## src/rtl/taxel_uart_pkg.sv

```systemverilog
// Shared types and constants for the taxel frame scheduler.
// The optional checksum word is enabled by defining TAXEL_CHECKSUM_EN.
package taxel_uart_pkg;

  localparam int SAMPLE_W = 12;
  localparam logic [SAMPLE_W-1:0] DEFAULT_HEADER_WORD = 12'hA5A;

  typedef enum logic [2:0] {
    S_IDLE,
    S_HEADER,
    S_FETCH,
    S_CAPTURE,
    S_SEND,
    S_CSUM,
    S_DONE
  } sched_state_t;

endpackage

```

## src/rtl/frame_checksum.sv

```systemverilog
// 12-bit wrapping sample accumulator; instantiated by the scheduler only
// when TAXEL_CHECKSUM_EN is defined.
module frame_checksum
  import taxel_uart_pkg::*;
(
  input  logic                clk,
  input  logic                rst,
  input  logic                clr,
  input  logic                add_en,
  input  logic [SAMPLE_W-1:0] add_data,
  output logic [SAMPLE_W-1:0] sum
);

  always_ff @(posedge clk) begin
    if (rst || clr) begin
      sum <= '0;
    end else if (add_en) begin
      sum <= sum + add_data;
    end
  end

endmodule

```

## src/rtl/taxel_uart_scheduler.sv

```systemverilog
// Reads one frame of taxel samples and feeds them to uart_transmit behind a
// sync header; TAXEL_CHECKSUM_EN appends a 12-bit checksum word per frame.
module taxel_uart_scheduler
  import taxel_uart_pkg::*;
#(
  parameter int                  NUM_TAXELS  = 64,
  parameter logic [SAMPLE_W-1:0] HEADER_WORD = DEFAULT_HEADER_WORD,
  localparam int                 ADDR_W      = (NUM_TAXELS > 1) ? $clog2(NUM_TAXELS) : 1
) (
  input  logic                clk_in,
  input  logic                rst_in,
  input  logic                frame_ready_in,
  input  logic                transmit_active_in,
  output logic [ADDR_W-1:0]   rd_addr_out,
  input  logic [SAMPLE_W-1:0] rd_data_in,
  input  logic                uart_ready_in,
  output logic [SAMPLE_W-1:0] uart_data_out,
  output logic                uart_valid_out,
  output logic                busy_out,
  output logic                frame_done_out,
  output logic                overrun_out
);

  localparam logic [ADDR_W-1:0] LAST_IDX = ADDR_W'(NUM_TAXELS - 1);

  sched_state_t        state_q, state_d;
  logic [ADDR_W-1:0]   idx_d;
  logic [SAMPLE_W-1:0] sample_q;
  logic [SAMPLE_W-1:0] data_d;
  logic                valid_d, done_d, overrun_d, busy_d;
  logic                pending_q, pending_d;
  logic                guard_q;
  logic                start, permit;

`ifdef TAXEL_CHECKSUM_EN
  logic                sum_clr, sum_add;
  logic [SAMPLE_W-1:0] csum;

  frame_checksum u_checksum (
    .clk      (clk_in),
    .rst      (rst_in),
    .clr      (sum_clr),
    .add_en   (sum_add),
    .add_data (rd_data_in),
    .sum      (csum)
  );
`endif

  // Guard mirrors the last valid pulse: the UART only drops ready a cycle later.
  assign permit = uart_ready_in && !guard_q;
  assign start  = (state_q == S_IDLE) && (frame_ready_in || pending_q) && transmit_active_in;

  always_comb begin
    pending_d = pending_q;
    overrun_d = 1'b0;
    if (start) begin
      pending_d = pending_q && frame_ready_in;
    end else if (frame_ready_in) begin
      if (pending_q) overrun_d = 1'b1;
      else           pending_d = 1'b1;
    end
  end

  always_comb begin
    state_d = state_q;
    idx_d   = rd_addr_out;
    valid_d = 1'b0;
    data_d  = uart_data_out;
    done_d  = 1'b0;
`ifdef TAXEL_CHECKSUM_EN
    sum_clr = 1'b0;
    sum_add = 1'b0;
`endif
    case (state_q)
      S_IDLE: begin
        if (start) begin
          idx_d = '0;
`ifdef TAXEL_CHECKSUM_EN
          sum_clr = 1'b1;
`endif
          // Header goes out straight from IDLE when the UART can take it.
          if (permit) begin
            valid_d = 1'b1;
            data_d  = HEADER_WORD;
            state_d = S_FETCH;
          end else begin
            state_d = S_HEADER;
          end
        end
      end
      S_HEADER: begin
        if (permit) begin
          valid_d = 1'b1;
          data_d  = HEADER_WORD;
          state_d = S_FETCH;
        end
      end
      S_FETCH:   state_d = S_CAPTURE;
      S_CAPTURE: begin
`ifdef TAXEL_CHECKSUM_EN
        sum_add = 1'b1;
`endif
        state_d = S_SEND;
      end
      S_SEND: begin
        if (permit) begin
          valid_d = 1'b1;
          data_d  = sample_q;
          if (rd_addr_out == LAST_IDX) begin
`ifdef TAXEL_CHECKSUM_EN
            state_d = S_CSUM;
`else
            state_d = S_DONE;
`endif
          end else begin
            idx_d   = rd_addr_out + 1'b1;
            state_d = S_FETCH;
          end
        end
      end
`ifdef TAXEL_CHECKSUM_EN
      S_CSUM: begin
        if (permit) begin
          valid_d = 1'b1;
          data_d  = csum;
          state_d = S_DONE;
        end
      end
`endif
      S_DONE: begin
        done_d  = 1'b1;
        state_d = S_IDLE;
      end
      default: state_d = S_IDLE;
    endcase
    busy_d = (state_d != S_IDLE);
  end

  always_ff @(posedge clk_in) begin
    if (rst_in) begin
      state_q        <= S_IDLE;
      rd_addr_out    <= '0;
      uart_data_out  <= '0;
      uart_valid_out <= 1'b0;
      busy_out       <= 1'b0;
      frame_done_out <= 1'b0;
      overrun_out    <= 1'b0;
      pending_q      <= 1'b0;
      guard_q        <= 1'b0;
    end else begin
      state_q        <= state_d;
      rd_addr_out    <= idx_d;
      uart_data_out  <= data_d;
      uart_valid_out <= valid_d;
      busy_out       <= busy_d;
      frame_done_out <= done_d;
      overrun_out    <= overrun_d;
      pending_q      <= pending_d;
      guard_q        <= valid_d;
    end
  end

  always_ff @(posedge clk_in) begin
    if (state_q == S_CAPTURE) sample_q <= rd_data_in;
  end

endmodule

```

## config.mk

```make
export PLATFORM = sky130hd
export DESIGN_NAME = taxel_uart_scheduler
export DESIGN_NICKNAME = d
export VERILOG_FILES = /design/src/rtl/taxel_uart_pkg.sv /design/src/rtl/frame_checksum.sv /design/src/rtl/taxel_uart_scheduler.sv
export SDC_FILE = /design/constraint.sdc
export NUM_CORES = 1
export LEC_CHECK = 0
export ABC_AREA = 1
export CORE_MARGIN = 2
export CORE_UTILIZATION = 51
export DETAILED_ROUTE_END_ITERATION = 6
export PLACE_DENSITY = 0.81
export SLEW_MARGIN = 20
export SYNTH_ARGS = -nofsm -noshare
export SYNTH_HDL_FRONTEND = slang
export SYNTH_SLANG_ARGS = --single-unit
```

## constraint.sdc

```tcl
create_clock -name clk_in -period 2.2 [get_ports clk_in]
set_clock_uncertainty 0.1 [all_clocks]
set_input_delay 0.22 -clock clk_in [delete_from_list [all_inputs] [get_ports clk_in]]
set_output_delay 0.22 -clock clk_in [all_outputs]
set_load 0.02 [all_outputs]
```

==> results of run 1 <==
==> Yosys cell counts, drive strengths merged <==
cell type	count	share of area, %
nand4	4	1.7
nor4	1	0.42
edfxtp	12	24
buf	1	0.75
nand3	13	4.7
o21ai	11	3.9
dfxtp	26	35
nor3	2	0.66
clkbuf	1	0.25
inv	25	6.2
a21oi	19	6.3
ha	1	0.83
nor2	19	5.9
nand2	36	9.5
o31ai	1	0.50
==> per-stage QoR <==
stage | power (mW) | hold slack [ns] | setup WS (ns) | utilization [%] | instance area, um^2
finish | 1.57 | 0.335 | 0.420 | 72.6 | 2020
global route | 1.64 | 0.306 | 0.218 | 72.6 | 2020
CTS | 1.58 | 0.325 | 0.432 | 72.6 | 2020
detailed placement | 1.02 | 0.352 | 0.228 | 69.0 | 1920
global placement | 1.01 | 0.342 | 0.373 | 69.0 | 1920
floorplan | 0.920 | 0.189 | 0.505 | - | 1510
==> logic make-up (layout without fill, tap and decap cells) <==
family                   Yosys count  after routing  synth area share (%)
flip-flops                        38             38                  58.5
AND/OR/NAND/NOR                   75             75                  22.8
buffers and inverters             27             72                  7.23
AO/OA/AOI/OAI                     31             31                  10.7
adder cells (fa/ha/maj)            1              1                 0.830
==> final timing paths <==
check                           slack, ns  cells past startpoint               end        startpoint
worst max register to register       0.42                      8    rd_addr_out[5]    rd_addr_out[0]
worst min register to register       0.37                      2  uart_data_out[1]  uart_data_out[1]
worst min-delay path                 0.33                      1       sample_q[1]     rd_data_in[1]
worst max-delay path                 0.42                      8    rd_addr_out[5]    rd_addr_out[0]
==> sequential cells by signal, indices dropped and copies added (netlist names) <==
name            count
uart_data_out      12
frame_done_out      1
state_q             3
sample_q           12
overrun_out         1
busy_out            1
guard_q             1
pending_q           1
rd_addr_out         6
==> worst max-delay path, delay by kind of cell (launching register included) <==
family / cells / cell delay, ns
adders and majority gates: 1 / 0.24
buffers and inverters: 1 / 0.09
DFF: 1 / 0.45
and+or+nand+nor: 6 / 0.80
==> power breakdown <==
group          switching [mW]  internal [mW]
clock                   0.223          0.350
combinational           0.121         0.0970
sequential             0.0232          0.757
==> per-layer routing <==
metal | track usage (%) | part of all wire [%] | wire, um
met2 | 30.8 | 50 | 1520
met1 | 24.1 | 42 | 1270
met5 | 0 | 0 | 0
met3 | 5.93 | 5.9 | 179
met4 | 8.64 | 1.6 | 48
==> cell type report <==
| cell class | count | area [um^2] |
|---|---|---|
| flip-flops and latches | 38 | 881 |
| fillers | 217 | 762 |
| multi-input cells | 107 | 517 |
| repair buffers | 39 | 388 |
| inverters | 25 | 93.8 |
| clock inverters | 3 | 63.8 |
| well taps | 31 | 38.8 |
| clock buffers | 5 | 37.5 |
==> placed cells by master (no fill, tap or decap), drive strengths merged <==
master         instances
ha                     1
buf                    1
inv                   25
o31ai                  1
o21ai                 11
dfxtp                 26
nand4                  4
clkbuf                 5
bufinv                 2
clkinv                 1
nand3                 13
nor4                   1
nor3                   2
clkdlybuf4s50         38
nand2                 36
edfxtp                12
nor2                  19
a21oi                 19
==> results by group, run 1 <==
Clocking
  – Clock sink count: 38
  – Root Buffer: clkbuf_4
  – Clk slew on worst S/H paths: 0.11 ns
  – Post-CTS Resized: 0
  – CTS Buf Count: 5
  – Post-CTS Setup Repair Bufs: 0
  – Clk buf depth: 2
  – CTS tree: built
  – H-tree depth: 2
  – Clk_lat worst skew: 0.34 ns
  – Cts hold-fix bufs: 0

Place
  – Detail Placement HPWL: 2250 um
  – DP Cell Count: 240
  – Port bufs: 38
  – GP Congestion: 0.917

STA
  – F_max: 0.562 GHz
  – Max-slew headroom: 64.0%
  – Final min period: 1.78 ns
  – Fin. Hold Viols: 0
  – Slew Viols, Final: 0
  – Final setup vio count: 0
  – Setup_tns: 0 ns
  – Unrepaired setup endpoints after global routing: false
  – Part of the cycle the worst path needs: 80.9%
  – Tightest Pin Transition: 0.540 ns

Power and ir drop
  – P per Cell Area: 779 mW/mm^2
  – Pleak: 0.795 nW
  – IR drop worst, VDD: 967 uV

GRT
  – Largest net degree at the start of global routing: 15
  – Vias in the first global route: 1181
  – First-pass GRT wire length: 4950 um
  – Initial antenna violation count: 0
  – Grt total ovfl: 0
  – Tot GR Track Use: 19.3%

Floorplanning
  – Core Area: 0.00278 mm^2
  – IO Count: 39
  – Die area: 0.00340 mm^2
  – Die height: 58.4 um
  – Num rows: 19
  – Die W: 58.4 um
  – Initial Util: 54.2%

Drt
  – Antenna viol nets, final: 0
  – Wire per inst: 12.2 um
  – Drt pass-1 iters: 5
  – Initial drt markers: 75
  – # DRC: 0
  – Routed vias: 1292
  – DR vias/cell: 5.21
  – WL final: 3020 um

Cells and area
  – Non-Filler Instances: 248
  – Share of cells above drive strength 1: 7.83%
  – Fin nets: 234
  – # diodes: 0
  – Area Growth Syn to Fin: 34.1%

Synth
  – Syn Area/Cell: 8.76 um^2
  – Syn_nets: 190
  – Mapped cell area: 0.00151 mm^2
  – Distinct cells, synth: 21
  – #FFs+latches synth: 38
  – Sequential area share after synthesis: 58.5%
  – Synth Warn #: 0
  – Cells after synthesis: 172

Worst setup path
  – Crit Path Category: reg2reg
  – Crit end category: flip-flop
  – Critical path fanouts, max: 8
  – CP Cell Sequence: ha_1, nand2_1, inv_1, nand4_1, nand2_1, nor2_1, nor2_1, nor2_1
  – Crit path DAT: 1.92 ns
  – Slowest CP cell: dfxtp_1
  – Critical Path Start Type: flip-flop
  – Critical Path RT: 2.34 ns
  – Slowest cell delay on critical path: 0.45 ns
  – Crit-path most repeated cell: nor2_1

Worst hold path
  – HP Class: in2reg

Job
  – Max Cap Viol: 0

Outcome
  – Status: completed
No activity file was read; power rests on OpenSTA's default activity.
==> inputs of run 2 (changes only) <==
--- a/config.mk
+++ b/config.mk
@@ -7,9 +7,9 @@
 export LEC_CHECK = 0
 export ABC_AREA = 1
 export CORE_MARGIN = 2
-export CORE_UTILIZATION = 51
+export CORE_UTILIZATION = 43
 export DETAILED_ROUTE_END_ITERATION = 6
-export PLACE_DENSITY = 0.81
+export PLACE_DENSITY = 0.73
 export SLEW_MARGIN = 20
 export SYNTH_ARGS = -nofsm -noshare
 export SYNTH_HDL_FRONTEND = slang
==> constraint.sdc (replaced) <==
create_clock -name clk_in -period 1.45 [get_ports clk_in]
set_clock_uncertainty 0.1 [all_clocks]
set_input_delay 0.145 -clock clk_in [delete_from_list [all_inputs] [get_ports clk_in]]
set_output_delay 0.145 -clock clk_in [all_outputs]
set_load 0.02 [all_outputs]
==> results by group, run 2 (synthesized netlist as in run 1, its figures left out) <==
Power and ir drop
  – IR drop worst, VDD: 560 uV (-42%)
  – P per Cell Area: 958 mW/mm^2 (+23%)
  – Pleak: 0.962 nW (+21%)
  – Total power: 2.07 mW (+32%)

Worst setup path
  – Crit Path Category: reg2out
  – R2r startpoint: rd_addr_out[0]
  – Setup slack, reg-to-reg: 0.06 ns (-0.36 ns)
  – Critical Path RT: 1.21 ns (-1.13 ns)
  – FF-to-FF End: rd_addr_out[5]
  – Critical Path Start Type: flip-flop
  – Crit end category: output port
  – Critical path fanouts, max: 3 (-5)
  – Crit path DAT: 1.16 ns (-0.76 ns)
  – Reg2reg path depth: 8 (unchanged)

STA
  – Part of the cycle the worst path needs: 96.9%
  – Setup_tns: 0 ns (unchanged)
  – F_max: 0.712 GHz
  – Unrepaired setup endpoints after global routing: true
  – Fin. Hold Viols: 0 (unchanged)
  – Final min period: 1.41 ns
  – Slew Viols, Final: 0 (unchanged)
  – Max-slew headroom: 81.2% (+17 points)
  – Tightest Pin Transition: 0.282 ns (-0.259 ns)
  – Final setup vio count: 0 (unchanged)

Job
  – Max Cap Viol: 0 (unchanged)

GRT
  – Largest net degree at the start of global routing: 13 (-2)
  – Vias in the first global route: 1336 (+13%)
  – Initial antenna violation count: 0 (unchanged)
  – Tot GR Track Use: 18.0% (-1.3 points)
  – First-pass GRT wire length: 5560 um (+12%)
  – Grt total ovfl: 0 (unchanged)

Drt
  – Wire per inst: 11.8 um (-3.2%)
  – WL final: 3310 um (+9.6%)
  – Drt pass-1 iters: 4 (-1)
  – # DRC: 0 (unchanged)
  – Initial drt markers: 67 (-11%)
  – Routed vias: 1360 (+5.3%)
  – Antenna viol nets, final: 0 (unchanged)
  – DR vias/cell: 4.84 (-7.1%)

Floorplanning
  – Core Area: 0.00336 mm^2 (+21%)
  – IO Count: 39 (unchanged)
  – Die height: 63.2 um (+8.3%)
  – Die W: 63.2 um (+8.3%)
  – Num rows: 21 (+2)
  – Initial Util: 44.8% (-9.4 points)
  – Die area: 0.00399 mm^2 (+17%)

Cells and area
  – Multi-input gate area: 561 um^2 (+8.5%)
  – Fin nets: 252 (+7.7%)
  – # diodes: 0 (unchanged)
  – Commonest cells after routing, fill and taps aside: nand2_1, inv_1, dfxtp_1, dlygate4sd2_1, buf_4
  – Layout Cell Area excl Fill: 0.00216 mm^2 (+7.2%)
  – Share of cells above drive strength 1: 21.3% (+13 points)
  – Sequential cell area: 897 um^2 (+1.8%)
  – FILL cells: 301 (+39%)
  – Area Growth Syn to Fin: 43.7%
  – Largest regs: sample_q: 12 flops, uart_data_out: 12 flops, rd_addr_out: 6 flops
  – Most common cell after layout, fill and taps aside: nand2_1

Place
  – Post-DP Area: 0.00208 mm^2 (+8.3%)
  – Port bufs: 38 (unchanged)
  – Detail Placement HPWL: 2400 um (+7.0%)
  – GP Congestion: 0.868 (-5.4%)

Worst hold path
  – HP Start: rd_data_in[10]
  – WHS Endpoint: sample_q[10]
  – Hold depth: 1 (unchanged)
  – HP Class: in2reg

Clocking
  – H-tree depth: 2 (unchanged)
  – Clk buf depth: 2 (unchanged)
  – Cts hold-fix bufs: 0 (unchanged)
  – Clk_lat worst skew: 0.34 ns (about the same)
  – CTS tree: built
  – Root Buffer: clkbuf_4
  – Clk slew on worst S/H paths: 0.11 ns (about the same)
  – CTS Buf Count: 5 (unchanged)
  – Clock sink count: 38 (unchanged)

Outcome
  – Status: completed
run 2: cell count changes in the layout (fill, tap and decap cells not counted), moves of 3 or more:
cell             before  now
buf_4                 1   18
dfxtp_1              26   21
clkdlybuf4s50_1      38   16
a21oi_2               0    3
dfxtp_4               0    4
a21oi_1              19   16
dlygate4sd2_1         0   21
run 2: how the worst max path moves through the flow:
stage | start | to | slack [ns] | depth (start not counted)
floorplan | rd_addr_out[0] | rd_addr_out[5] | -0.009 | 8
global placement | frame_ready_in | uart_data_out[5] | -0.08 | 8
detailed placement | frame_ready_in | uart_data_out[2] | -0.14 | 8
CTS | rd_addr_out[1] | rd_addr_out[5] | 0.004 | 8
global route | rd_addr_out[0] | rd_addr_out[5] | -0.03 | 8
finish | rd_addr_out[1] | rd_addr_out[1] | 0.04 | 2
run 2: per-layer routing:
metal,global-route usage (%),up-vias,share of wire [%]
li1,-,688,-
met4,9.78,0,2.0
met5,0,-,0
met3,3.93,7,4.3
met1,20.8,621,42
met2,30.9,44,51
run 2: timing repair:
item,4_1_cts,5_1_grt
gates cloned,0,0
setup buffers,3,1
resized for setup,23,16
setup endpoints to repair,29,21
pin swaps,1,7
run 2: cell type report:
type / instances / share of cell area (%)
Clock buffer: 6 / 1.91
Sequential cell: 38 / 41.4
Inverter: 25 / 4.34
Timing Repair Buffer: 57 / 23.3
Multi-Input combinational cell: 107 / 25.9
Clock inverter: 2 / 0.462
Tap cell: 46 / 2.66
run 2: critical path: stages (launching register included):
cell,delay (ns)
dfxtp_4,0.37
buf_4,0.14
dlygate4sd2_1,0.31
run 2: power breakdown:
group | switching [mW] | internal [mW] | total [mW]
clock | 0.337 | 0.185 | 0.522
sequential | 0.0355 | 1.15 | 1.18
combinational | 0.204 | 0.163 | 0.367
run 2: per-stage QoR:
| step | util (%) | setup slack [ns] | hold slack, ns | cells |
|---|---|---|---|---|
| global placement | 61.8 | -0.0784 | 0.337 | 269 |
| detailed placement | 61.8 | -0.144 | 0.343 | 269 |
| finish | 64.4 | 0.0447 | 0.251 | 281 |
| CTS | 63.2 | 0.00424 | 0.233 | 280 |
| floorplan | - | -0.00914 | 0.114 | 172 |
| global route | 64.4 | -0.0269 | 0.220 | 281 |
